### src/rtl/hazard_scoreboard_pkg.sv
// hazard_scoreboard_pkg
//   Shared definitions for the MIPS hazard/forwarding controller.
//   - fwd_e: forwarding mux select encoding used by both the ID and EX muxes
//   - DEF_*: default widths and multiply/divide latencies
package hazard_scoreboard_pkg;

  typedef enum logic [1:0] {
    FW_NONE = 2'b00,
    FW_M    = 2'b01,
    FW_W    = 2'b10
  } fwd_e;

  localparam int DEF_AW      = 5;
  localparam int DEF_MUL_LAT = 5;
  localparam int DEF_DIV_LAT = 32;
  localparam int DEF_CNT_W   = 6;
  localparam int DEF_PERF_W  = 32;

endpackage

### src/rtl/hazard_scoreboard_md_busy_counter.sv
// md_busy_counter
//   Tracks how long HI/LO stays occupied by an in-flight multiply or divide.
//   Ports:
//     clk, rst_n     clock, asynchronous active-low reset
//     i_start        EX instruction issues a multiply/divide this cycle
//     i_is_div       qualifies i_start: 1 = divide, 0 = multiply
//     i_mem_wait     pipeline frozen; an issue is not accepted while frozen
//     o_busy         HI/LO result still pending
module md_busy_counter #(
  parameter int CNT_W   = 6,
  parameter int MUL_LAT = 5,
  parameter int DIV_LAT = 32
) (
  input  logic clk,
  input  logic rst_n,
  input  logic i_start,
  input  logic i_is_div,
  input  logic i_mem_wait,
  output logic o_busy
);

  logic [CNT_W-1:0] r_count;

  // An accepted issue reloads the latency (even if already busy, which is an
  // illegal program but must not wedge the counter). The countdown keeps
  // running through a memory freeze because the multiplier is not frozen.
  always_ff @(posedge clk or negedge rst_n) begin
    if (!rst_n) begin
      r_count <= '0;
    end else if (i_start && !i_mem_wait) begin
      r_count <= i_is_div ? CNT_W'(DIV_LAT) : CNT_W'(MUL_LAT);
    end else if (r_count != '0) begin
      r_count <= r_count - CNT_W'(1);
    end
  end

  assign o_busy = (r_count != '0);

endmodule

### src/rtl/hazard_scoreboard.sv
// hazard_scoreboard
//   Hazard detection and forwarding control for the 5-stage MIPS pipeline.
//   Ports:
//     clk, rst_n                    clock, asynchronous active-low reset
//     i_RsD/i_RtD, i_RsE/i_RtE      source registers in ID / EX
//     i_RegAddr{E,M,W}              destination registers in EX/MEM/WB
//     i_RegWrite{E,M,W}             destination write enables
//     i_MemtoReg{E,M}               instruction in EX/MEM is a load
//     i_BranchUseD, i_BranchTakenD  ID branch compares registers / is taken
//     i_LikelyD                     ID instruction is a branch-likely
//     i_MdUseD                      ID instruction touches HI/LO
//     i_MdStartE, i_MdIsDivE        EX issues a multiply/divide
//     i_MemWait                     data memory not ready (freeze)
//     i_PerfClr                     synchronous clear of the stall counter
//     o_Forward_{A,B}_{D,E}         forwarding mux selects (fwd_e encoding)
//     o_Stall_*, o_Flush_*          pipeline register holds / bubbles
//     o_Md_Busy                     HI/LO result pending
//     o_Stall_Cycles                saturating count of Stall_PC cycles
module hazard_scoreboard
  import hazard_scoreboard_pkg::*;
#(
  parameter int AW      = DEF_AW,
  parameter int MUL_LAT = DEF_MUL_LAT,
  parameter int DIV_LAT = DEF_DIV_LAT,
  parameter int CNT_W   = DEF_CNT_W,
  parameter int PERF_W  = DEF_PERF_W
) (
  input  logic              clk,
  input  logic              rst_n,
  input  logic [AW-1:0]     i_RsD,
  input  logic [AW-1:0]     i_RtD,
  input  logic [AW-1:0]     i_RsE,
  input  logic [AW-1:0]     i_RtE,
  input  logic [AW-1:0]     i_RegAddrE,
  input  logic [AW-1:0]     i_RegAddrM,
  input  logic [AW-1:0]     i_RegAddrW,
  input  logic              i_RegWriteE,
  input  logic              i_RegWriteM,
  input  logic              i_RegWriteW,
  input  logic              i_MemtoRegE,
  input  logic              i_MemtoRegM,
  input  logic              i_BranchUseD,
  input  logic              i_BranchTakenD,
  input  logic              i_LikelyD,
  input  logic              i_MdUseD,
  input  logic              i_MdStartE,
  input  logic              i_MdIsDivE,
  input  logic              i_MemWait,
  input  logic              i_PerfClr,
  output logic [1:0]        o_Forward_A_D,
  output logic [1:0]        o_Forward_B_D,
  output logic [1:0]        o_Forward_A_E,
  output logic [1:0]        o_Forward_B_E,
  output logic              o_Stall_PC,
  output logic              o_Stall_IF_ID,
  output logic              o_Stall_ID_EX,
  output logic              o_Stall_EX_MEM,
  output logic              o_Stall_MEM_WB,
  output logic              o_Flush_IF_ID,
  output logic              o_Flush_ID_EX,
  output logic              o_Md_Busy,
  output logic [PERF_W-1:0] o_Stall_Cycles
);

  logic w_srcMatchE;
  logic w_srcMatchM;
  logic w_loadUse;
  logic w_branchHaz;
  logic w_mdHaz;
  logic w_stall;
  logic w_freeze;
  logic w_mdBusy;

  logic [PERF_W-1:0] r_stallCycles;

  // MEM is younger than WB, so its value wins when both write the register.
  function automatic fwd_e fwdSel(input logic [AW-1:0] src);
    fwd_e sel;
    sel = FW_NONE;
    if (src == '0)
      sel = FW_NONE;
    else if (i_RegWriteM && (src == i_RegAddrM))
      sel = FW_M;
    else if (i_RegWriteW && (src == i_RegAddrW))
      sel = FW_W;
    return sel;
  endfunction

  assign o_Forward_A_D = fwdSel(i_RsD);
  assign o_Forward_B_D = fwdSel(i_RtD);
  assign o_Forward_A_E = fwdSel(i_RsE);
  assign o_Forward_B_E = fwdSel(i_RtE);

  assign w_srcMatchE = (i_RegAddrE != '0) && ((i_RsD == i_RegAddrE) || (i_RtD == i_RegAddrE));
  assign w_srcMatchM = (i_RegAddrM != '0) && ((i_RsD == i_RegAddrM) || (i_RtD == i_RegAddrM));

  // A branch compares in ID, so it cannot take a value still being computed
  // in EX, nor a load result that only appears at the end of MEM.
  assign w_loadUse   = i_MemtoRegE && w_srcMatchE;
  assign w_branchHaz = i_BranchUseD && ((i_RegWriteE && w_srcMatchE) ||
                                        (i_MemtoRegM && w_srcMatchM));
  assign w_mdHaz     = i_MdUseD && (w_mdBusy || i_MdStartE);

  assign w_stall  = w_loadUse || w_branchHaz || w_mdHaz;
  assign w_freeze = i_MemWait;

  // Freeze holds every stage; a stall holds the front end and injects a
  // bubble into EX. A stalled branch-likely is only squashed once it resolves.
  assign o_Stall_PC     = w_freeze || w_stall;
  assign o_Stall_IF_ID  = w_freeze || w_stall;
  assign o_Stall_ID_EX  = w_freeze;
  assign o_Stall_EX_MEM = w_freeze;
  assign o_Stall_MEM_WB = w_freeze;
  assign o_Flush_ID_EX  = w_stall && !w_freeze;
  assign o_Flush_IF_ID  = i_LikelyD && !i_BranchTakenD && !w_stall && !w_freeze;

  md_busy_counter #(
    .CNT_W   (CNT_W),
    .MUL_LAT (MUL_LAT),
    .DIV_LAT (DIV_LAT)
  ) u_md_busy (
    .clk        (clk),
    .rst_n      (rst_n),
    .i_start    (i_MdStartE),
    .i_is_div   (i_MdIsDivE),
    .i_mem_wait (i_MemWait),
    .o_busy     (w_mdBusy)
  );

  assign o_Md_Busy = w_mdBusy;

  // Clear wins over counting; the counter sticks at all-ones once full.
  always_ff @(posedge clk or negedge rst_n) begin
    if (!rst_n) begin
      r_stallCycles <= '0;
    end else if (i_PerfClr) begin
      r_stallCycles <= '0;
    end else if (o_Stall_PC && (r_stallCycles != '1)) begin
      r_stallCycles <= r_stallCycles + PERF_W'(1);
    end
  end

  assign o_Stall_Cycles = r_stallCycles;

endmodule
### config.mk
export PLATFORM = sky130hd
export DESIGN_NAME = hazard_scoreboard
export DESIGN_NICKNAME = d
export VERILOG_FILES = /design/src/rtl/hazard_scoreboard_pkg.sv /design/src/rtl/hazard_scoreboard_md_busy_counter.sv /design/src/rtl/hazard_scoreboard.sv
export SDC_FILE = /design/constraint.sdc
export NUM_CORES = 1
export LEC_CHECK = 0
export ABC_AREA = 1
export BUFFER_PORTS_ARGS = -buffer_cell sky130_fd_sc_hd__buf_2
export CAP_MARGIN = 40
export CORE_MARGIN = 10
export CORE_UTILIZATION = 30
export DETAILED_ROUTE_END_ITERATION = 8
export GPL_TIMING_DRIVEN = 0
export SLEW_MARGIN = 20
export SYNTH_ARGS = -nofsm -noshare
export SYNTH_HDL_FRONTEND = slang
export SYNTH_SLANG_ARGS = --single-unit
### constraint.sdc
create_clock -name clk -period 2.8 [get_ports clk]
set_input_delay 0.56 -clock clk [delete_from_list [all_inputs] [get_ports clk]]
set_output_delay 0.56 -clock clk [all_outputs]
set_load 0.1 [all_outputs]
==> flow_summary.ini, run 1 <==
[worst_setup_path]
start_kind = input port
reg2reg_slack_ns = 0.66
crit_arrival_ns = 2.10
required_ns = 2.24
path_class = in2out
path_max_fanout = 11
cp-end-kind = output port

[clock_network]
cts_tree = yes
cts.sinks = 38
clk_pin_slew_ns = 0.06
cts_buffers = 5
clockBufferDepth = 2
insertion_delay_ns = 0.28
cts_root_buf = clkbuf_16
htreeDepth = 2

[route]
met3_length_um = 859
wire_per_inst_um = 15.4
drt_iter0_markers = 297
dr.pass1.iters = 5
dr.max_layer_used = met4
drt-met1-wl_mm = 5.69
drc = 0
drtAntennaViolNets = 0
met2_length_mm = 6.18
viasPerCell = 5.00
drt-total-wl_mm = 12.9
dr_total_vias = 4187

[die]
die_h_um = 130
initial_core_util_pct = 30.5
core_region_area_um2 = 11900
die_x_um = 130
ios = 98
dieArea_um2 = 16900
rows = 40

[yosys]
syn-num-nets = 641
syn_avg_cell_area_um2 = 6.16
ys_ff_latch = 38
ys_async_sr_fraction_pct = 100
syn_inst = 589
synth_area_um2 = 3630
yosysUniqueCellTypes = 36
synth_flop_cell = dfrtp_1
ys_warn_count = 0
synth_edf_count = 0
seq_area_frac_synth_pct = 26.2

[timing]
setup_viol = 0
max_slew_margin_pct = 61.0
drv_slew = 0
fin_crit_sh_pct = 95.0
fin_crit_ns = 2.66
fin_skew_ns = 0.00437
fmax_mhz = 376
final-hold-violation-count = 0
final.setup.worst_slack_ns = 0.139
tightest_slew_ns = 0.585
rsz0062_at_grt = no

[run_status]
status = finished, final reports clean

[layout]
fin_nets = 742
diodes = 0
mostFrequentLayoutCell = nand2_1
layout-drive-gt1-share_pct = 21.1
fin_area_um2 = 4630
syn_to_final_growth_pct = 27.6
mostFrequentLayoutCells = nand2_1, inv_1, buf_2
fin_cells = 838

[min_path]
min_path_type = in2async

[placed_design]
gp_congestion = 0.945
hpwl_mm = 10.5
dp_cells = 829
place_area_um2 = 4380
portBuffers = 92
post-place-ws_ns = -0.384

[power_and_ir_drop]
vdd_drop_max_v = 0.000310
p_leak_nw = 2.56
p_per_area_nw_per_um2 = 413
total_power_mw = 1.91

[grt]
grt_pass1_wl_mm = 21.1
grt-ovfl-total = 0
grt_pass1_vias = 4113
antenna_found_initial = 0
grt_max_degree = 24
grt.total_usage_pct = 15.2

[run]
drv_cap = 0
-- final timing paths --
kind / startpoint / end / cells after the start
max: i_RegAddrM[3] / o_Stall_IF_ID / 11
min: rst_n / o_Stall_Cycles[25]$_DFFE_PN0P_ / 1
max reg2reg: u_md_busy.r_count[0]$_DFFE_PN0P_ / o_Stall_Cycles[17]$_DFFE_PN0P_ / 11
min reg2reg: o_Stall_Cycles[24]$_DFFE_PN0P_ / o_Stall_Cycles[24]$_DFFE_PN0P_ / 2
max in group asynchronous: rst_n / o_Stall_Cycles[9]$_DFFE_PN0P_ / 2
min in group clk: i_MdIsDivE / u_md_busy.r_count[0]$_DFFE_PN0P_ / 4
-- power breakdown --
part / total, mW / switching, mW / internal (mW) / leakage, nW
clock network: 0.647 / 0.230 / 0.417 / 0.0836
logic: 0.638 / 0.439 / 0.199 / 1.95
registers: 0.629 / 0.0341 / 0.595 / 0.519
-- cell usage after synthesis (all sizes together), types with 3 or more instances --
master,number,area share (%)
buf,18,3.2
xnor2,10,2.4
o2111ai,3,0.72
nand4,40,7.2
o21ai,7,0.97
nand2,169,18
xor2,25,6.0
a221oi,4,0.97
clkbuf,6,0.62
dfrtp,38,26
nor4,4,0.69
nor2,59,6.4
nor3,22,3.2
inv,98,10
nor3b,4,0.83
o22ai,6,1.0
nand3,63,8.8
a21oi,4,0.55
-- metal layers --
metal / up-vias / GRT usage [%]
met5: - / 0
met4: 0 / 3.44
met3: 14 / 2.88
met2: 125 / 26.2
met1: 1951 / 19.3
li1: 2097 / -
-- critical path, cell delays in order --
cell and delay (ns):
buf_2 0.12, clkinvlp_4 0.19, nand2_1 0.11, nand2_1 0.05, nor2_1 0.14, nand3_2 0.15
nand2_1 0.08, nand2_1 0.10, nand4_4 0.13, buf_6 0.16, buf_4 0.30
-- metrics by stage --
step           TNS [ns]  hold WS [ns]  util, %
2_1_floorplan    -0.375         0.264        -
6_report              0         0.205     38.9
4_1_cts               0         0.218     38.4
3_3_place_gp     -0.835         0.543     36.6
3_5_place_dp     -0.905         0.520     36.8
5_1_grt               0         0.238     38.9
-- final cells by class --
cell class,instances,area (µm²)
clock inverters,3,40.0
plain buffers,24,144
fillers,1318,7280
multi-input cells,429,2300
inverters,98,372
repair buffers,94,520
flip-flops and latches,38,951
clock buffers,5,125
well taps,147,184
-- kinds of logic after synthesis --
kind of cell	count (synthesis)	share of synthesized area (%)
and+or+nand+nor	363	45.3
DFF	38	26.2
buffers and inverters	122	13.9
xor gates and xnor gates	35	8.45
adders and majority gates	2	0.689
AOI/OAI and AO/OA	29	5.45
-- flip-flops by register name, indices dropped and copies added, names as in the netlist --
| register | cells |
|---|---|
| o_Stall_Cycles | 32 |
| u_md_busy.r_count | 6 |
-- timing repair --
| item | CTS | global route |
|---|---|---|
| hold buffers | 0 | 0 |
| setup endpoints to repair | 3 | 4 |
| setup buffers | 1 | 0 |
| pin swaps | 1 | 1 |
| hold endpoints to repair | 0 | 0 |
| gates resized for setup | 5 | 15 |
Power figures use the tool's default switching activity.
==> run 2: changes to the inputs <==
--- a/config.mk
+++ b/config.mk
@@ -9,9 +9,12 @@
 export BUFFER_PORTS_ARGS = -buffer_cell sky130_fd_sc_hd__buf_2
 export CAP_MARGIN = 40
 export CORE_MARGIN = 10
-export CORE_UTILIZATION = 30
+export CORE_UTILIZATION = 50
+export CTS_CLUSTER_DIAMETER = 100
 export DETAILED_ROUTE_END_ITERATION = 8
+export GPL_ROUTABILITY_DRIVEN = 0
 export GPL_TIMING_DRIVEN = 0
+export PLACE_DENSITY = 0.77
 export SLEW_MARGIN = 20
 export SYNTH_ARGS = -nofsm -noshare
 export SYNTH_HDL_FRONTEND = slang
==> run 2 against run 1 <==
  * Utilization is 25 points higher
  * Combinational power hardly changed
  * Critical path depth is 1 lower
  * Critical path type is now reg2out
  * Critical endpoint is now o_Stall_PC
==> flow_summary.ini, run 2 (synthesis gave the netlist of run 1 again) <==
[worst_setup_path]
crit_start = u_md_busy.r_count[0]$_DFFE_PN0P_
crit_family = buffers and inverters
timing.rr.end = o_Stall_Cycles[11]$_DFFE_PN0P_
path_buf_inv = 4
reg2reg_slack_ns = 0.67
path_cells = inv_1, ha_1, nand2_2, nor2_4, nand3_4, o21ai_4, nand4_4, buf_6, buf_4, buf_12
path_class = reg2out
start_kind = flip-flop
cp_slowest_cell = dfrtp_1
crit_end = o_Stall_PC
path_max_fanout = 11
crit_arrival_ns = 2.10
reg2regPathDepth = 11
cp-end-kind = output port
required_ns = 2.24
cp_num_cells = 10
slowest_delay_ns = 0.38
reg2reg_from = u_md_busy.r_count[0]$_DFFE_PN0P_

[placed_design]
portBuffers = 92
dp_cells = 781
hpwl_mm = 9.49

[route]
dr_total_vias = 4285
drtAntennaViolNets = 0
drc = 0
dr.pass1.iters = 5
wire_per_inst_um = 15.2
drt_iter0_markers = 285
viasPerCell = 5.41
drt-total-wl_mm = 12.0

[die]
initial_core_util_pct = 50.9
ios = 98
die_x_um = 105
core_region_area_um2 = 7140
rows = 31
die_h_um = 105
dieArea_um2 = 11100

[timing]
fin_skew_ns = 0.00788
hold_ws_ns = 0.186
tightest_slew_ns = 0.541
fin_crit_ns = 2.66
fin_crit_sh_pct = 95.2
max_slew_margin_pct = 63.9
fmax_mhz = 375
final-hold-violation-count = 0
drv_slew = 0
setup_viol = 0

[grt]
grt_max_degree = 23
grt.total_usage_pct = 20.9
grt_pass1_vias = 4159
antenna_found_initial = 0
grt_pass1_wl_mm = 19.9
grt-ovfl-total = 0

[layout]
multi_input_area_um2 = 2300
fin_nets = 744
largest_register_ffs = 32
mostFrequentLayoutCells = nand2_1, inv_1, buf_2
syn_to_final_growth_pct = 25.7
layout-drive-gt1-share_pct = 21.4
seq_area_um2 = 951
diodes = 0
fillers = 710
fin_cells = 792
mostFrequentLayoutCell = nand2_1

[clock_network]
cts.sinks = 38
clk_pin_slew_ns = 0.09
clockBufferDepth = 2
cts_buffers = 5
insertion_delay_ns = 0.30
htreeDepth = 2
cts_tree = yes
cts_root_buf = clkbuf_8

[min_path]
min_path_type = in2async

[run_status]
status = finished, final reports clean

[run]
drv_cap = 0

[power_and_ir_drop]
vdd_drop_max_v = 0.000300
p_per_area_nw_per_um2 = 406
p_leak_nw = 2.55
## run 2: changes by cell type in the layout (fill, tap and decap cells not counted), moves of 2 or more
| cell | previous run | this run |
|---|---|---|
| clkbuf_16 | 5 | 0 |
| clkbuf_8 | 0 | 5 |
| buf_4 | 6 | 8 |
| clkinv_2 | 2 | 0 |
## run 2: layer usage
metal	track usage, %	wire [µm]	vias to the layer above
li1	-	-	2105
met1	26.7	5030	1964
met2	35.1	5860	200
met3	3.93	994	16
met4	5.88	140	0
met5	0	0	-
## run 2: area by class of cell
type	count	area share [%]
Buffer	24	3.15
Multi-Input combinational cell	429	50.4
Clock inverter	3	1.51
Timing Repair Buffer	96	11.8
Tap cell	99	2.71
Sequential cell	38	20.8
Clock buffer	5	1.51
Inverter	98	8.14
## run 2: worst min-delay path by stage
| stage | endpoint | cells after the start | slack [ns] |
|---|---|---|---|
| 2_1_floorplan | o_Stall_Cycles[0]$_DFFE_PN0P_ | 0 | 0.26 |
| 4_1_cts | o_Stall_Cycles[20]$_DFFE_PN0P_ | 1 | 0.21 |
| 5_1_grt | o_Stall_Cycles[8]$_DFFE_PN0P_ | 1 | 0.21 |
| 3_5_place_dp | o_Stall_Cycles[20]$_DFFE_PN0P_ | 1 | 0.53 |
| 3_3_place_gp | o_Stall_Cycles[31]$_DFFE_PN0P_ | 2 | 0.54 |
| 6_report | o_Stall_Cycles[22]$_DFFE_PN0P_ | 1 | 0.19 |
## run 2: worst register-to-register path, stage by stage, from the launching register on
cell	delay (ns)
dfrtp_1	0.38
inv_1	0.09
ha_1	0.19
nand2_2	0.10
nor2_4	0.12
nand3_4	0.11
o21ai_4	0.17
nand4_4	0.15
buf_4	0.21
clkbuf_1	0.26
nand4_1	0.17
nand2_1	0.07
## run 2: timing repair
action	in CTS	in global routing
setup buffers	1	2
gates resized for setup	6	11
hold buffers	0	0
pin swaps	1	0
endpoints found under the setup margin	3	5
## run 2: power by group
group	internal, mW	total [mW]	switching [mW]
Clock	0.357	0.585	0.227
Combinational	0.201	0.640	0.439
Sequential	0.594	0.628	0.0339
Total	1.15	1.85	0.700
## run 2: stage by stage
| stage | total power, mW | utilization (%) | instance area (µm²) | setup TNS [ns] | worst slack (ns) |
|---|---|---|---|---|---|
| global route | 1.95 | 64.0 | 4560 | -0.0338 | -0.0220 |
| detailed placement | 1.24 | 60.7 | 4330 | -0.631 | -0.269 |
| global placement | 1.21 | 60.3 | 4300 | -0.566 | -0.245 |
| floorplan | 1.08 | - | 3720 | -0.375 | -0.374 |
| CTS | 1.83 | 63.1 | 4500 | 0 | 0.0218 |
| finish | 1.85 | 64.0 | 4560 | 0 | 0.135 |
==> run 3: changes to the inputs <==
--- a/config.mk
+++ b/config.mk
@@ -7,13 +7,11 @@
 export LEC_CHECK = 0
 export ABC_AREA = 1
 export BUFFER_PORTS_ARGS = -buffer_cell sky130_fd_sc_hd__buf_2
-export CAP_MARGIN = 40
 export CORE_MARGIN = 10
 export CORE_UTILIZATION = 50
 export CTS_CLUSTER_DIAMETER = 100
 export DETAILED_ROUTE_END_ITERATION = 8
 export GPL_ROUTABILITY_DRIVEN = 0
-export GPL_TIMING_DRIVEN = 0
 export PLACE_DENSITY = 0.77
 export SLEW_MARGIN = 20
 export SYNTH_ARGS = -nofsm -noshare
==> run 3 against run 2 <==
  * Clock skew up 0.00070 ns
  * Cell area down 3.6%
  * Power down 10%
  * Count of clock-buffer cells in the layout up 1
  * Flip-flop and latch count unchanged
  * Register-to-register slack worse by 0.14 ns
  * Utilization down 2.3 points
  * Setup slack worse by 0.011 ns
==> flow_summary.ini, run 3 (synthesis gave the netlist of run 1 again) <==
[run_status]
status = finished, final reports clean

[timing]
drv_slew = 0
final.setup.worst_slack_ns = 0.124
setup_viol = 0
fin_skew_ns = 0.00858
fin_crit_ns = 2.68
tightest_slew_ns = 0.895
max_slew_margin_pct = 40.3
final-hold-violation-count = 0
fin_crit_sh_pct = 95.6
fmax_mhz = 374
hold_ws_ns = 0.369

[min_path]
min_path_type = in2async

[die]
die_x_um = 105
initial_core_util_pct = 50.9
rows = 31
core_region_area_um2 = 7140
dieArea_um2 = 11100
die_h_um = 105
ios = 98

[placed_design]
hpwl_mm = 8.92
portBuffers = 97
dp_cells = 766
place_area_um2 = 4280
post-place-ws_ns = 0.174

[layout]
layout-drive-gt1-share_pct = 19.9
mostFrequentLayoutCell = nand2_1
fin_nets = 726
fin_cells = 774
fin_area_um2 = 4400
syn_to_final_growth_pct = 21.3
fillers = 690
largest_register_ffs = 32
mostFrequentLayoutCells = nand2_1, inv_1, buf_2
diodes = 0

[worst_setup_path]
path_class = reg2out
crit_start = u_md_busy.r_count[0]$_DFFE_PN0P_
timing.rr.end = o_Stall_Cycles[10]$_DFFE_PN0P_
path_cells = inv_1, ha_1, nand2_1, nor2_4, nand3_4, o21ai_4, nand4_4, nor3b_4, buf_12
crit_arrival_ns = 2.12
cp_slowest_cell = dfrtp_1
reg2reg_slack_ns = 0.53
start_kind = flip-flop
path_buf_inv = 2
path_max_fanout = 5
crit_family = simple AND/OR/NAND/NOR gates
cp-end-kind = output port
reg2reg_from = o_Stall_Cycles[0]$_DFFE_PN0P_
slowest_delay_ns = 0.38
required_ns = 2.24
reg2regPathDepth = 9

[grt]
grtUsageMet2_pct = 32.3
grt_pass1_vias = 3921
grt.busiest_layer = met2
grt.total_usage_pct = 20.4
grtUsageMet1_pct = 27.3
grt-ovfl-total = 0
antenna_found_initial = 0
grt_pass1_wl_mm = 19.4
grt_max_degree = 65
grt_use_met3_pct = 5.04

[route]
drc = 0
drtAntennaViolNets = 0
viasPerCell = 5.50
wire_per_inst_um = 14.8
dr.pass1.iters = 6
drt-total-wl_mm = 11.5
dr_total_vias = 4258
drt_iter0_markers = 361

[power_and_ir_drop]
p_per_area_nw_per_um2 = 377
p_leak_nw = 2.48
vdd_drop_max_v = 0.000342
total_power_mw = 1.66

[clock_network]
cts.sinks = 38
clockBufferDepth = 2
postCtsSetupRepairBufs = 0
cts_buffers = 5
htreeDepth = 2
cts_tree = yes
cts_root_buf = clkbuf_8
insertion_delay_ns = 0.31
clk_pin_slew_ns = 0.08

[run]
drv_cap = 0
==> run 3: worst max-delay path by stage <==
stage               slack [ns]  cells past startpoint             to
CTS                       0.01                      9  o_Flush_IF_ID
floorplan                -0.37                      8  o_Flush_IF_ID
global placement          0.21                     11  o_Flush_IF_ID
finish                    0.12                      9  o_Flush_IF_ID
detailed placement        0.17                     11  o_Flush_IF_ID
global route            -0.002                      9  o_Flush_IF_ID
==> run 3: routing by layer <==
metal,routed length (µm),vias to the layer above
met5,0,-
met4,140,0
met3,1070,18
met2,5270,220
met1,5000,1943
li1,-,2077
==> run 3: repair_timing <==
item | in CTS | in global routing
hold buffers | 0 | 0
gates resized for setup | 1 | 3
endpoints found under the hold margin | 0 | 0
pin swaps | 0 | 1
endpoints found under the setup margin | 1 | 2
==> run 3: stage by stage <==
stage          setup TNS, ns  util (%)
3_3_place_gp               0      60.0
3_5_place_dp               0      60.0
4_1_cts                    0      61.5
6_report                   0      61.7
2_1_floorplan         -0.375         -
5_1_grt             -0.00179      61.7
==> run 3: worst register-to-register path: cells and delay by family, from the launching register on <==
| kind | cells | cell delay (ns) |
|---|---|---|
| AND/OR/NAND/NOR | 7 | 1.36 |
| adder cells (fa/ha/maj) | 1 | 0.29 |
| buffers and inverters | 1 | 0.10 |
| flip-flops | 1 | 0.46 |
==> run 3: layout make-up <==
cell class	instances	area, µm²	share of cell area (%)
clock inverter	2	12.5	0.284
inverter	98	368	8.36
multi-input combinational	429	2280	51.8
sequential	38	951	21.6
tap	99	124	2.81
timing repair buffer	102	583	13.2
clock buffer	6	82.6	1.88
==> run 3: power by group <==
group	total, mW	switching [mW]	internal (mW)	leakage, nW
Clock	0.418	0.220	0.198	0.0472
Sequential	0.629	0.0349	0.594	0.519
Combinational	0.613	0.432	0.181	1.92
